## config.mk

```make
export PLATFORM = sky130hd
export DESIGN_NAME = v_rams_pipe_arb
export DESIGN_NICKNAME = d
export VERILOG_FILES = /design/src/rtl/v_rams_pipe_arb.sv
export SDC_FILE = /design/constraint.sdc
export NUM_CORES = 1
export LEC_CHECK = 0
export ABC_AREA = 1
export CAP_MARGIN = 25
export CORE_UTILIZATION = 38
export CTS_CLUSTER_DIAMETER = 50
export DETAILED_ROUTE_END_ITERATION = 7
export GPL_TIMING_DRIVEN = 0
export PLACE_DENSITY = 0.8
export SETUP_SLACK_MARGIN = 0.3
export SLEW_MARGIN = 20
export SYNTH_ARGS = -nofsm -noshare
export SYNTH_HDL_FRONTEND = slang
export SYNTH_SLANG_ARGS = --single-unit
```

## constraint.sdc

```tcl
create_clock -name clk -period 1.4 [get_ports clk]
set_input_delay 0.14 -clock clk [delete_from_list [all_inputs] [get_ports clk]]
set_output_delay 0.14 -clock clk [all_outputs]
set_load 0.1 [all_outputs]
```

## src/rtl/v_rams_pipe_arb.sv

```systemverilog
// ----------------------------------------------------------------------------
// v_rams_pipe_arb
//   Two-requester round-robin arbiter in front of a single-port 512x4
//   pipelined distributed RAM (2-clock read latency). After reset the block
//   sweeps every RAM word to CLR_VAL (512 cycles, busy=1), then arbitrates
//   one access per cycle. Granted reads carry a {valid,id} tag down a 2-stage
//   pipeline that lines up with the RAM output, steering the return to
//   rvalid_a or rvalid_b.
//
// Ports
//   clk, rst            : clock, synchronous active-high reset
//   req_x/we_x/addr_x/di_x : requester A/B access (we=1 write, 0 read)
//   gnt_x               : combinational grant, transfer when req_x & gnt_x
//   rvalid_x, rdata     : read return for requester x (rdata = ram_do)
//   ram_we/ram_addr/ram_di : combinational RAM port drive
//   ram_do              : RAM read data, 2 clocks after address
//   busy                : clear sweep in progress
// ----------------------------------------------------------------------------
module v_rams_pipe_arb #(
  parameter logic [3:0] CLR_VAL = 4'h0
) (
  input  logic       clk,
  input  logic       rst,
  input  logic       req_a,
  input  logic       req_b,
  input  logic       we_a,
  input  logic       we_b,
  input  logic [8:0] addr_a,
  input  logic [8:0] addr_b,
  input  logic [3:0] di_a,
  input  logic [3:0] di_b,
  output logic       gnt_a,
  output logic       gnt_b,
  output logic       rvalid_a,
  output logic       rvalid_b,
  output logic [3:0] rdata,
  output logic       ram_we,
  output logic [8:0] ram_addr,
  output logic [3:0] ram_di,
  input  logic [3:0] ram_do,
  output logic       busy
);

  localparam int          AW        = 9;
  localparam int          DW        = 4;
  localparam int          STAGES    = 2;
  localparam logic [AW-1:0] LAST_ADDR = 9'h1FF;

  typedef enum logic {ST_CLEAR, ST_RUN} state_e;

  typedef struct packed {
    logic          we;
    logic [AW-1:0] addr;
    logic [DW-1:0] di;
  } req_t;

  state_e        state_q, state_d;
  logic [AW-1:0] clr_addr_q, clr_addr_d;
  // 1 = B wins the next contested cycle (A was granted last)
  logic          prio_b_q, prio_b_d;

  // Read tag pipeline; stage index = cycles since grant.
  logic [STAGES:1] vld_pipe_q, vld_pipe_d;
  logic [STAGES:1] id_pipe_q, id_pipe_d;

  req_t req_a_s, req_b_s, sel;
  logic any_gnt;
  logic rd_vld;
  logic rd_id;

  assign req_a_s = '{we: we_a, addr: addr_a, di: di_a};
  assign req_b_s = '{we: we_b, addr: addr_b, di: di_b};

  always_comb begin
    state_d    = state_q;
    clr_addr_d = clr_addr_q;
    prio_b_d   = prio_b_q;
    gnt_a      = 1'b0;
    gnt_b      = 1'b0;
    busy       = 1'b1;
    any_gnt    = 1'b0;
    sel        = req_a_s;
    ram_we     = 1'b0;
    ram_addr   = clr_addr_q;
    ram_di     = CLR_VAL;
    rd_vld     = 1'b0;
    rd_id      = 1'b0;

    // While rst is high the outputs hold their idle/busy defaults even if
    // the state register still says RUN (reset is only taken at the edge).
    if (!rst) begin
      unique case (state_q)
        ST_CLEAR: begin
          ram_we     = 1'b1;
          clr_addr_d = clr_addr_q + 1'b1;
          if (clr_addr_q == LAST_ADDR) state_d = ST_RUN;
        end
        ST_RUN: begin
          busy    = 1'b0;
          gnt_a   = req_a & (~req_b | ~prio_b_q);
          gnt_b   = req_b & (~req_a |  prio_b_q);
          any_gnt = gnt_a | gnt_b;
          sel     = gnt_b ? req_b_s : req_a_s;
          ram_we  = any_gnt & sel.we;
          ram_addr = sel.addr;
          ram_di   = sel.di;
          rd_vld   = any_gnt & ~sel.we;
          rd_id    = gnt_b;
          if (any_gnt) prio_b_d = gnt_a;
        end
        default: ;
      endcase
    end
  end

  // Tag shift register: stage 1 loads the grant-cycle read, stage STAGES
  // lines up with ram_do.
  always_comb begin
    vld_pipe_d = {vld_pipe_q[STAGES-1:1], rd_vld};
    id_pipe_d  = {id_pipe_q[STAGES-1:1], rd_id};
  end

  always_ff @(posedge clk) begin
    if (rst) begin
      state_q    <= ST_CLEAR;
      clr_addr_q <= '0;
      prio_b_q   <= 1'b0;
      vld_pipe_q <= '0;
      id_pipe_q  <= '0;
    end else begin
      state_q    <= state_d;
      clr_addr_q <= clr_addr_d;
      prio_b_q   <= prio_b_d;
      vld_pipe_q <= vld_pipe_d;
      id_pipe_q  <= id_pipe_d;
    end
  end

  assign rvalid_a = ~rst & vld_pipe_q[STAGES] & ~id_pipe_q[STAGES];
  assign rvalid_b = ~rst & vld_pipe_q[STAGES] &  id_pipe_q[STAGES];
  assign rdata    = (rvalid_a | rvalid_b) ? ram_do : '0;

endmodule

```

==> summary.log, run 1 <==
qor: status.status aborted with a tool error
qor: status.haltStage 5_1_grt
qor: status.error_msg [ERROR DPL-0038] Utilization greater than 100%, impossible to legalize
qor: global_routing.grt_max_degree 11
qor: clock_tree.ctsLongestPathBuffers 2
qor: synth.post-synth-top-area-cell dfxtp_1
qor: clock_tree.numCtsBuffers 3
qor: placed_design.gpl.final_weighted_congestion 0.793
qor: timing.timing.worst_endpoint.kind primary output
qor: synth.yosysUniqueCellTypes 21
qor: synth.synth_sequential_area_ratio 29.0%
qor: synth.mappedNetlistNets 211
qor: floorplan.chipWidth 54.2 um
qor: synth.ys.warnings.count 0
qor: floorplan.initial_utilization 41.1%
qor: synth.synth_top_area_share 29.0%
qor: placed_design.input_output_buffers 58
qor: synth.postSynthAreaPerCell 5.99 um2
qor: floorplan.fp.dieH 54.2 um
qor: clock_tree.root_buffer clkbuf_4
qor: synth.synth.top_cells.by_area dfxtp_1 29%, nand2_1 16%, nor2_1 12%, inv_1 10%, nor2_2 3.6%
qor: synth.synthesis.instances 173
qor: clock_tree.clock_sinks 15
qor: floorplan.placement_rows 18
qor: timing.worst_endpoint ram_addr[7]
qor: synth.seq_cells_post_synth 15
qor: placed_design.hpwlAfterDp 2.58 mm
qor: floorplan.pin_count 59
qor: clock_tree.cts-htree-levels 1
qor: synth.mappedNetlistArea 1040 um2
## what timing repair did
action                                  4_1_cts
buffers inserted                              7
gates resized for setup                     253
endpoints found under the setup margin       30
hold buffers                                  0
pin swaps                                    16
gates cloned                                  3
## cell families after synthesis
logic type | count (synthesis) | share of synthesized area [%]
buffers and inverters | 35 | 15.5
AND/OR/NAND/NOR | 97 | 39.3
adder cells (fa/ha/maj) | 2 | 2.42
AO/OA/AOI/OAI | 24 | 13.9
flip-flops | 15 | 29.0
## metrics by stage
step                      instances  setup TNS (ns)  cell area [um2]  worst slack, ns
after floorplan                 173          -0.633             1320          -0.0597
after global placement          261          -26.16             1940            -1.30
after detailed placement        261          -26.03             1940            -1.29
after CTS                       275           -2.83             2420           -0.231
## synth_stat cells
library cell and count:
a21oi_2 1, o22ai_1 4, buf_2 4, nand4_1 2
buf_6 1, inv_2 1, a21oi_1 3, nor2_2 6
nor3_1 1, o21ai_2 4, nor2_4 1, nand3_1 7
nand2_2 2, inv_1 28, o21ai_0 5, nor2_1 34
ha_1 2, buf_12 1, o21ai_1 7, dfxtp_1 15
nand2_1 44
==> run 2: changes to the inputs <==
Settings changed: CORE_AREA set to 2 2 63 65, CORE_UTILIZATION 38 to not set, CTS_CLUSTER_DIAMETER 50 to not set, DIE_AREA set to 0 0 65 67, PLACE_DENSITY 0.8 to not set, PLACE_DENSITY_LB_ADDON set to 0.15, SETUP_SLACK_MARGIN 0.3 to not set.
==> run 2 against run 1 <==
Effect of this change:
- the flow now finishes, with violations (setup timing)
- area after synthesis unchanged
- synthesized cell count stayed put
==> summary.log, run 2 <==
qor: hold_path.hold_path.class in2reg
qor: power.irDropWorstVdd 581 uV
qor: drt.num_vias 1388
qor: timing.worst_setup_slack_after_layout -0.230 ns
qor: synth.complex_gate_fraction_of_the_synthesized_area 13.9% [unchanged]
qor: drt.drt-wirelength-per-cell 13.4 um
qor: synth.post_synth_most_frequent_cells 44 x nand2_1, 34 x nor2_1, 28 x inv_1, 15 x dfxtp_1 [unchanged]
qor: final_layout.final-instance-count-excl-fill 302
qor: synth.synth-xor-area-share 0% [unchanged]
qor: power.p_int 1120 uW
qor: synth.post-synth-top-area-cell dfxtp_1 [unchanged]
qor: critical_path.critical_path_required 1.26 ns
qor: power.p_leak 0.00104 uW
qor: drt.detailedRoute.firstIterationViolations 43
qor: power.power.share.switching 41.9%
qor: floorplan.fp.dieArea 4360 um2
qor: synth.synthesis.instances 173 [unchanged]
qor: critical_path.worst_ep_arrival_time 1.49 ns
qor: global_routing.grt_pass1_vias 1276
qor: clock_tree.cts-htree-levels 1 [unchanged]
qor: critical_path.setup.worst_path.start_class flop
qor: synth.post-synth-top-count-cell nand2_1 [unchanged]
qor: drt.drt_pre_antenna_iters 4
qor: power.clock_power_share 18.8%
qor: placed_design.post-place-cells 279 [was 261]
qor: synth.synth-async-reset-ratio 0% [unchanged]
qor: synth.number_of_enable_type_register_cells_in_the_synthesized_netlist 0 [unchanged]
qor: clock_tree.worstSkewPairLatency 0.25 ns
qor: final_layout.final_layout_size_suffix_gt1_share 47.6%
qor: flow_run.max_cap_violations 0
qor: floorplan.fp.dieH 67 um [was 54.2 um]
qor: placed_design.place_ws -1.26 ns [was -1.29 ns]
qor: synth.mappedNetlistArea 1040 um2 [unchanged]
qor: synth.synth_top_area_share 29.0% [unchanged]
qor: timing.grt_setup_unrepaired true
qor: global_routing.grt-ovfl-total 0
qor: final_layout.final_nets 293
qor: synth.synth_simple_gate_area_share 39.3% [unchanged]
qor: clock_tree.numCtsBuffers 3 [unchanged]
qor: final_layout.largest_register_ffs 9
qor: timing.layout_min_cycle_time 1.63 ns
qor: synth.synth_top_family_by_area simple AND/OR/NAND/NOR gates [unchanged]
qor: placed_design.gpl.final_weighted_congestion 0.773 [was 0.793]
qor: clock_tree.cts.clk_slew.worst_paths 0.06 ns
qor: critical_path.critPathMostFrequentCell buf_12
qor: critical_path.cp_cell_sequence clkinv_4 -> nor2_4 -> buf_12 -> buf_12 -> nand2_4 -> o21ai_4 -> buf_12
qor: global_routing.grt_max_degree 11
qor: final_layout.utilization 68.8%
qor: timing.final_min_period_over_clock_period 116%
qor: global_routing.grt_antenna_before_repair 0
qor: critical_path.worstPathMaxFanout 4
qor: status.status finished with violations [was aborted with a tool error]
qor: placed_design.input_output_buffers 58 [unchanged]
qor: timing.slew_limit_fails 0
qor: global_routing.grt_pass1_wl 5.78 mm
qor: final_layout.antenna-diode-count 0
qor: timing.report.final.setup_viol 17
qor: final_layout.reg_top3 clr_addr_q (9), id_pipe_q (2), vld_pipe_q (2)
qor: clock_tree.tritoncts done
qor: global_routing.groute.usage.overall 17.3%
qor: drt.detail_route.wirelength 4.05 mm
qor: placed_design.hpwlAfterDp 2.36 mm [was 2.58 mm]
qor: drt.ant_nets 0
qor: floorplan.initial_utilization 28.7% [was 41.1%]
qor: final_layout.top_library_cells_by_usage_in_the_layout_fill_and_taps_aside 32 x clkdlybuf4s50_1, 26 x inv_1, 25 x nor2_1
qor: floorplan.chipWidth 65 um [was 54.2 um]
qor: synth.synth.top_cells.by_area dfxtp_1 29%, nand2_1 16%, nor2_1 12%, inv_1 10%, nor2_2 3.6% [unchanged]
qor: synth.seq_cells_post_synth 15 [unchanged]
qor: final_layout.area_growth_syn_to_layout 139%
qor: floorplan.core_region_area 3610 um2
qor: synth.mux_contribution_to_synthesized_area 0% [unchanged]
qor: timing.achievable-frequency 0.613 GHz
qor: timing.worstMarginPinSlew 0.328 ns
qor: clock_tree.root_buffer clkbuf_8 [was clkbuf_4]
qor: status.violations setup timing
qor: synth.postSynthAreaPerCell 5.99 um2 [unchanged]
qor: timing.clock_skew 0.00487 ns
qor: synth.yosys_most_used_dff dfxtp_1 [unchanged]
qor: power.p_comb_share 53.6%
qor: final_layout.max_flop_register clr_addr_q
qor: power.power.density 780 nW/um2
qor: floorplan.placement_rows 22 [was 18]
qor: synth.synth_sequential_area_ratio 29.0% [unchanged]
qor: power.switching_power 812 uW
qor: drt.detail_route.drc_violations 0
qor: critical_path.worstSetupEndpointType primary output
qor: timing.max_slew_margin 78.1%
qor: critical_path.worstSetupPathType reg2out
qor: final_layout.layout.cells.most_common clkdlybuf4s50_1
qor: critical_path.critical_path.top_delay_family buffers and inverters
qor: synth.post_synth_fa_ha_maj_area_fraction 2.42% [unchanged]
qor: clock_tree.ctsLongestPathBuffers 2 [unchanged]
qor: synth.mappedNetlistNets 211 [unchanged]
qor: floorplan.pin_count 59 [unchanged]
qor: critical_path.path_buf_inv 4
qor: synth.ys.warnings.count 0 [unchanged]
qor: power.share_seq_of_total_power 27.7%
qor: critical_path.slowest_delay 0.36 ns
qor: synth.yosysUniqueCellTypes 21 [unchanged]
qor: timing.final_hold_viol_count 0
qor: drt.vias_per_cell 4.60
qor: critical_path.slowest_stage dfxtp_4
qor: clock_tree.clock_sinks 15 [unchanged]
run 2: cell families after synthesis:
group | Yosys count
and+or+nand+nor | 97
buffers and inverters | 35
AOI/OAI and AO/OA | 24
DFF | 15
adders and majority gates | 2
run 2: what timing repair did:
item	CTS	global route
pin swaps	4	22
cloned	1	1
setup buffers	6	12
resized for setup	199	49
hold buffers	0	0
setup endpoints to repair	24	25
run 2: path summary, 6_finish.rpt:
path / start / endpoint / slack, ns / depth (start not counted)
hold reg to reg: vld_pipe_q[1] / vld_pipe_q[2] / 0.40 / 2
setup reg to reg: clr_addr_q[2] / clr_addr_q[8] / -0.04 / 7
hold / removal: rst / state_q / 0.36 / 2
setup / recovery: state_q / ram_addr[3] / -0.23 / 7
run 2: metal layers:
layer	global-route usage, %	wire length, um	vias up
met5	0	0	-
met4	7.98	135	0
met3	3.38	248	11
met2	29.6	2150	53
met1	20.9	1510	635
li1	-	-	689
run 2: worst register-to-register path, delay by kind of cell, from the launching register on:
kind | cells | cell delay (ns)
simple gates | 5 | 0.53
flops | 1 | 0.51
fa+ha+maj | 1 | 0.24
compound gates | 1 | 0.07
run 2: final cells by class:
| cell class | instances | area [um2] |
|---|---|---|
| sequential | 15 | 313 |
| clock buffer | 4 | 45.0 |
| fill | 288 | 1120 |
| multi-input combinational | 123 | 926 |
| tap | 48 | 60.1 |
| timing repair buffer | 77 | 932 |
| inverter | 29 | 114 |
| buffer | 6 | 91.3 |
run 2: through the flow:
stage	TNS, ns	instance area, um2	power [uW]	hold slack (ns)
after CTS	-2.80	2210	1760	0.369
final	-2.78	2480	1940	0.357
after floorplan	-3.29	1280	1070	0.205
after global routing	-3.71	2480	2000	0.383
after detailed placement	-25.76	1920	1290	0.395
after global placement	-25.92	1920	1290	0.391
run 2: power by group through the flow:
stage	logic, uW	registers, uW	clock network (uW)
2_1_floorplan	567	501	0
4_1_cts	904	497	359
3_5_place_dp	783	507	0
6_report	1040	536	363
5_1_grt	1090	537	382
3_3_place_gp	780	508	0
Power figures use the tool's default switching activity.
==> run 3: changes to the inputs <==
--- a/config.mk
+++ b/config.mk
@@ -11,6 +11,6 @@
 export DETAILED_ROUTE_END_ITERATION = 7
 export DIE_AREA = 0 0 65 67
-export GPL_TIMING_DRIVEN = 0
 export PLACE_DENSITY_LB_ADDON = 0.15
+export SKIP_CTS_REPAIR_TIMING = 1
 export SLEW_MARGIN = 20
 export SYNTH_ARGS = -nofsm -noshare
==> constraint.sdc (replaced) <==
create_clock -name clk -period 1.4 [get_ports clk]
set_input_delay 0.14 -clock clk [delete_from_list [all_inputs] [get_ports clk]]
set_output_delay 0.14 -clock clk [all_outputs]
set_load 0.05 [all_outputs]
==> run 3 against run 2 <==
Effect of this change:
- the run still ends with setup timing left
- sequential power shrank 3%
- design area fell by 6.6%
- non-clock buffer count grew 1
- setup slack better by 0.065 ns
- sequential share of layout area grew 0.56 points
- worst hold slack improved by 0.028 ns
- register-to-register slack gained 0.10 ns
- combinational power fell by 24%
==> summary.log, run 3 (synthesis results as in run 2) <==
qor: critical_path.crit_path_start state_q [unchanged]
qor: critical_path.path_buf_inv 3 [was 4]
qor: floorplan.pin_count 59 [unchanged]
qor: final_layout.utilization 64.3% [was 68.8%]
qor: hold_path.whs_path_depth 4 [was 2]
qor: placed_design.input_output_buffers 58 [unchanged]
qor: drt.ant_nets 0 [unchanged]
qor: final_layout.postLayoutCellArea 2320 um2 [was 2480 um2]
qor: global_routing.globalRouteMet2Util 26.2% [was 29.6%]
qor: drt.detailedRoute.firstIterationViolations 28 [was 43]
qor: critical_path.worstSetupPathType reg2out [unchanged]
qor: timing.grt_setup_unrepaired true [unchanged]
qor: power.p_total 1670 uW [was 1940 uW]
qor: timing.layout_min_cycle_time 1.56 ns [was 1.63 ns]
qor: clock_tree.cts-htree-levels 1 [unchanged]
qor: global_routing.grt_antenna_before_repair 0 [unchanged]
qor: drt.num_vias 1333 [was 1388]
qor: clock_tree.numCtsBuffers 3 [unchanged]
qor: critical_path.path_depth 6 [was 7]
qor: drt.drt_pre_antenna_iters 4 [unchanged]
qor: timing.final_hold_viol_count 0 [unchanged]
qor: floorplan.chipWidth 65 um [unchanged]
qor: final_layout.reg_top3 clr_addr_q (9), id_pipe_q (2), vld_pipe_q (2) [unchanged]
qor: final_layout.final_nets 295 [was 293]
qor: placed_design.place_ws -0.190 ns [was -1.26 ns]
qor: placed_design.gpl.final_weighted_congestion 0.764 [was 0.773]
qor: timing.worst_setup_slack_after_layout -0.165 ns [was -0.230 ns]
qor: floorplan.placement_rows 22 [unchanged]
qor: global_routing.groute.usage.overall 14.8% [was 17.3%]
qor: critical_path.cp_cell_sequence inv_2 -> nor2_4 -> clkinvlp_4 -> nand2_1 -> o21ai_2 -> buf_6 [was clkinv_4 -> nor2_4 -> buf_12 -> buf_12 -> nand2_4 -> o21ai_4 -> buf_12]
qor: timing.worstMarginPinSlew 0.203 ns [was 0.328 ns]
qor: critical_path.worst_r2r_path_depth 8 [was 7]
qor: power.power.density 720 nW/um2 [was 780 nW/um2]
qor: floorplan.core_region_area 3610 um2 [unchanged]
qor: final_layout.largest_register_ffs 9 [unchanged]
qor: critical_path.setup.worst_path.start_class flop [unchanged]
qor: final_layout.antenna-diode-count 0 [unchanged]
qor: flow_run.max_cap_violations 0 [unchanged]
qor: power.p_leak 0.00103 uW [was 0.00104 uW]
qor: placed_design.post-place-cells 293 [was 279]
qor: timing.clock_skew 0.00403 ns [was 0.00487 ns]
qor: timing.final_min_period_over_clock_period 112% [was 116%]
qor: critical_path.timing.critical_path.to ram_addr[2] [was ram_addr[3]]
qor: global_routing.groute.layer.met3.usage 3.55% [was 3.38%]
qor: floorplan.fp.dieArea 4360 um2 [unchanged]
qor: critical_path.rr_endpoint clr_addr_q[8] [unchanged]
qor: global_routing.grt-ovfl-total 0 [unchanged]
qor: critical_path.critical_path_required 1.26 ns [about the same]
qor: drt.detail_route.drc_violations 0 [unchanged]
qor: timing.report.final.setup_viol 17 [unchanged]
qor: drt.vias_per_cell 4.38 [was 4.60]
qor: status.status finished with violations [unchanged]
qor: critical_path.worst_ep_arrival_time 1.42 ns [was 1.49 ns]
qor: timing.achievable-frequency 0.639 GHz [was 0.613 GHz]
qor: placed_design.hpwlAfterDp 2.42 mm [was 2.36 mm]
qor: global_routing.grt_pass1_wl 5.03 mm [was 5.78 mm]
qor: clock_tree.ctsLongestPathBuffers 2 [unchanged]
qor: global_routing.grt_max_degree 23 [was 11]
qor: clock_tree.root_buffer clkbuf_8 [unchanged]
qor: floorplan.fp.dieH 67 um [unchanged]
qor: final_layout.final_layout_size_suffix_gt1_share 43.0% [was 47.6%]
qor: critical_path.slowest_stage dfxtp_2 [was dfxtp_4]
qor: timing.slew_limit_fails 0 [unchanged]
qor: final_layout.max_flop_register clr_addr_q [unchanged]
qor: final_layout.area_growth_syn_to_layout 124% [was 139%]
qor: clock_tree.worstSkewPairLatency 0.25 ns [about the same]
qor: critical_path.reg2reg_slack 0.06 ns [was -0.04 ns]
qor: global_routing.grt_pass1_vias 1194 [was 1276]
qor: critical_path.worstSetupEndpointType primary output [unchanged]
qor: clock_tree.cts.clk_slew.worst_paths 0.06 ns [about the same]
qor: final_layout.top_library_cells_by_usage_in_the_layout_fill_and_taps_aside 32 x nand2_1, 32 x clkdlybuf4s50_1, 25 x inv_1 [was 32 x clkdlybuf4s50_1, 26 x inv_1, 25 x nor2_1]
qor: clock_tree.tritoncts done [unchanged]
qor: global_routing.global_route.peak_usage_layer met2 [unchanged]
qor: status.violations setup timing [unchanged]
qor: critical_path.worstPathMaxFanout 6 [was 4]
qor: hold_path.hold_path.class in2reg [unchanged]
qor: placed_design.postPlaceCellArea 1990 um2 [was 1920 um2]
qor: floorplan.initial_utilization 28.7% [unchanged]
qor: power.irDropWorstVdd 973 uV [was 581 uV]
qor: final_layout.final-instance-count-excl-fill 304 [was 302]
qor: clock_tree.clock_sinks 15 [unchanged]
qor: timing.max_slew_margin 86.3% [was 78.1%]
qor: critical_path.regToRegStartpoint clr_addr_q[1] [was clr_addr_q[2]]
qor: critical_path.slowest_delay 0.33 ns [was 0.36 ns]
qor: critical_path.critical_path.top_delay_family buffers and inverters [unchanged]
qor: global_routing.met1_use_gr 16.8% [was 20.9%]
qor: drt.detail_route.wirelength 3.49 mm [was 4.05 mm]
qor: drt.drt-wirelength-per-cell 11.5 um [was 13.4 um]
run 3: cell count changes in the layout (fill, tap and decap cells not counted), sizes merged:
cell,before,now
dlymetal6s2s,0,3
buf,41,47
dlygate4sd2,3,0
clkinv,1,0
clkinvlp,0,2
clkbuf,11,6
run 3: how the worst min path moves through the flow:
| stage | from | end | slack [ns] |
|---|---|---|---|
| 6_report | rst | id_pipe_q[2] | 0.39 |
| 5_1_grt | rst | id_pipe_q[2] | 0.41 |
| 4_1_cts | id_pipe_q[1] | id_pipe_q[2] | 0.40 |
| 3_5_place_dp | id_pipe_q[1] | id_pipe_q[2] | 0.39 |
| 3_3_place_gp | vld_pipe_q[1] | vld_pipe_q[2] | 0.39 |
| 2_1_floorplan | rst | id_pipe_q[2] | 0.21 |
run 3: cell type report:
type	instances	area (um2)
Fill cell	311	1290
Timing Repair Buffer	84	1040
Multi-Input combinational cell	123	747
Sequential cell	15	305
Inverter	29	113
Tap cell	48	60.1
Clock buffer	4	45.0
Timing Repair inverter	1	7.51
run 3: through the flow:
step | hold slack, ns | setup TNS, ns
2_1_floorplan | 0.211 | -1.02
3_3_place_gp | 0.391 | -2.51
3_5_place_dp | 0.392 | -2.53
4_1_cts | 0.401 | -2.81
5_1_grt | 0.411 | -3.22
6_report | 0.385 | -1.88
run 3: metal layers:
layer | share of wire, % | vias up
li1 | - | 694
met1 | 38 | 579
met2 | 52 | 56
met3 | 8.0 | 4
met4 | 1.5 | 0
met5 | 0 | -
run 3: report_power, final:
group / total [uW] / internal [uW] / switching (uW)
registers: 518 / 474 / 44.2
clock network: 360 / 202 / 158
logic: 790 / 414 / 376
run 3: worst register-to-register path: cells and delay by family (launching register included):
kind                     cells  cell delay (ns)
AO/OA/AOI/OAI                1             0.05
flip-flops                   1             0.35
adder cells (fa/ha/maj)      2             0.40
AND/OR/NAND/NOR              5             0.44
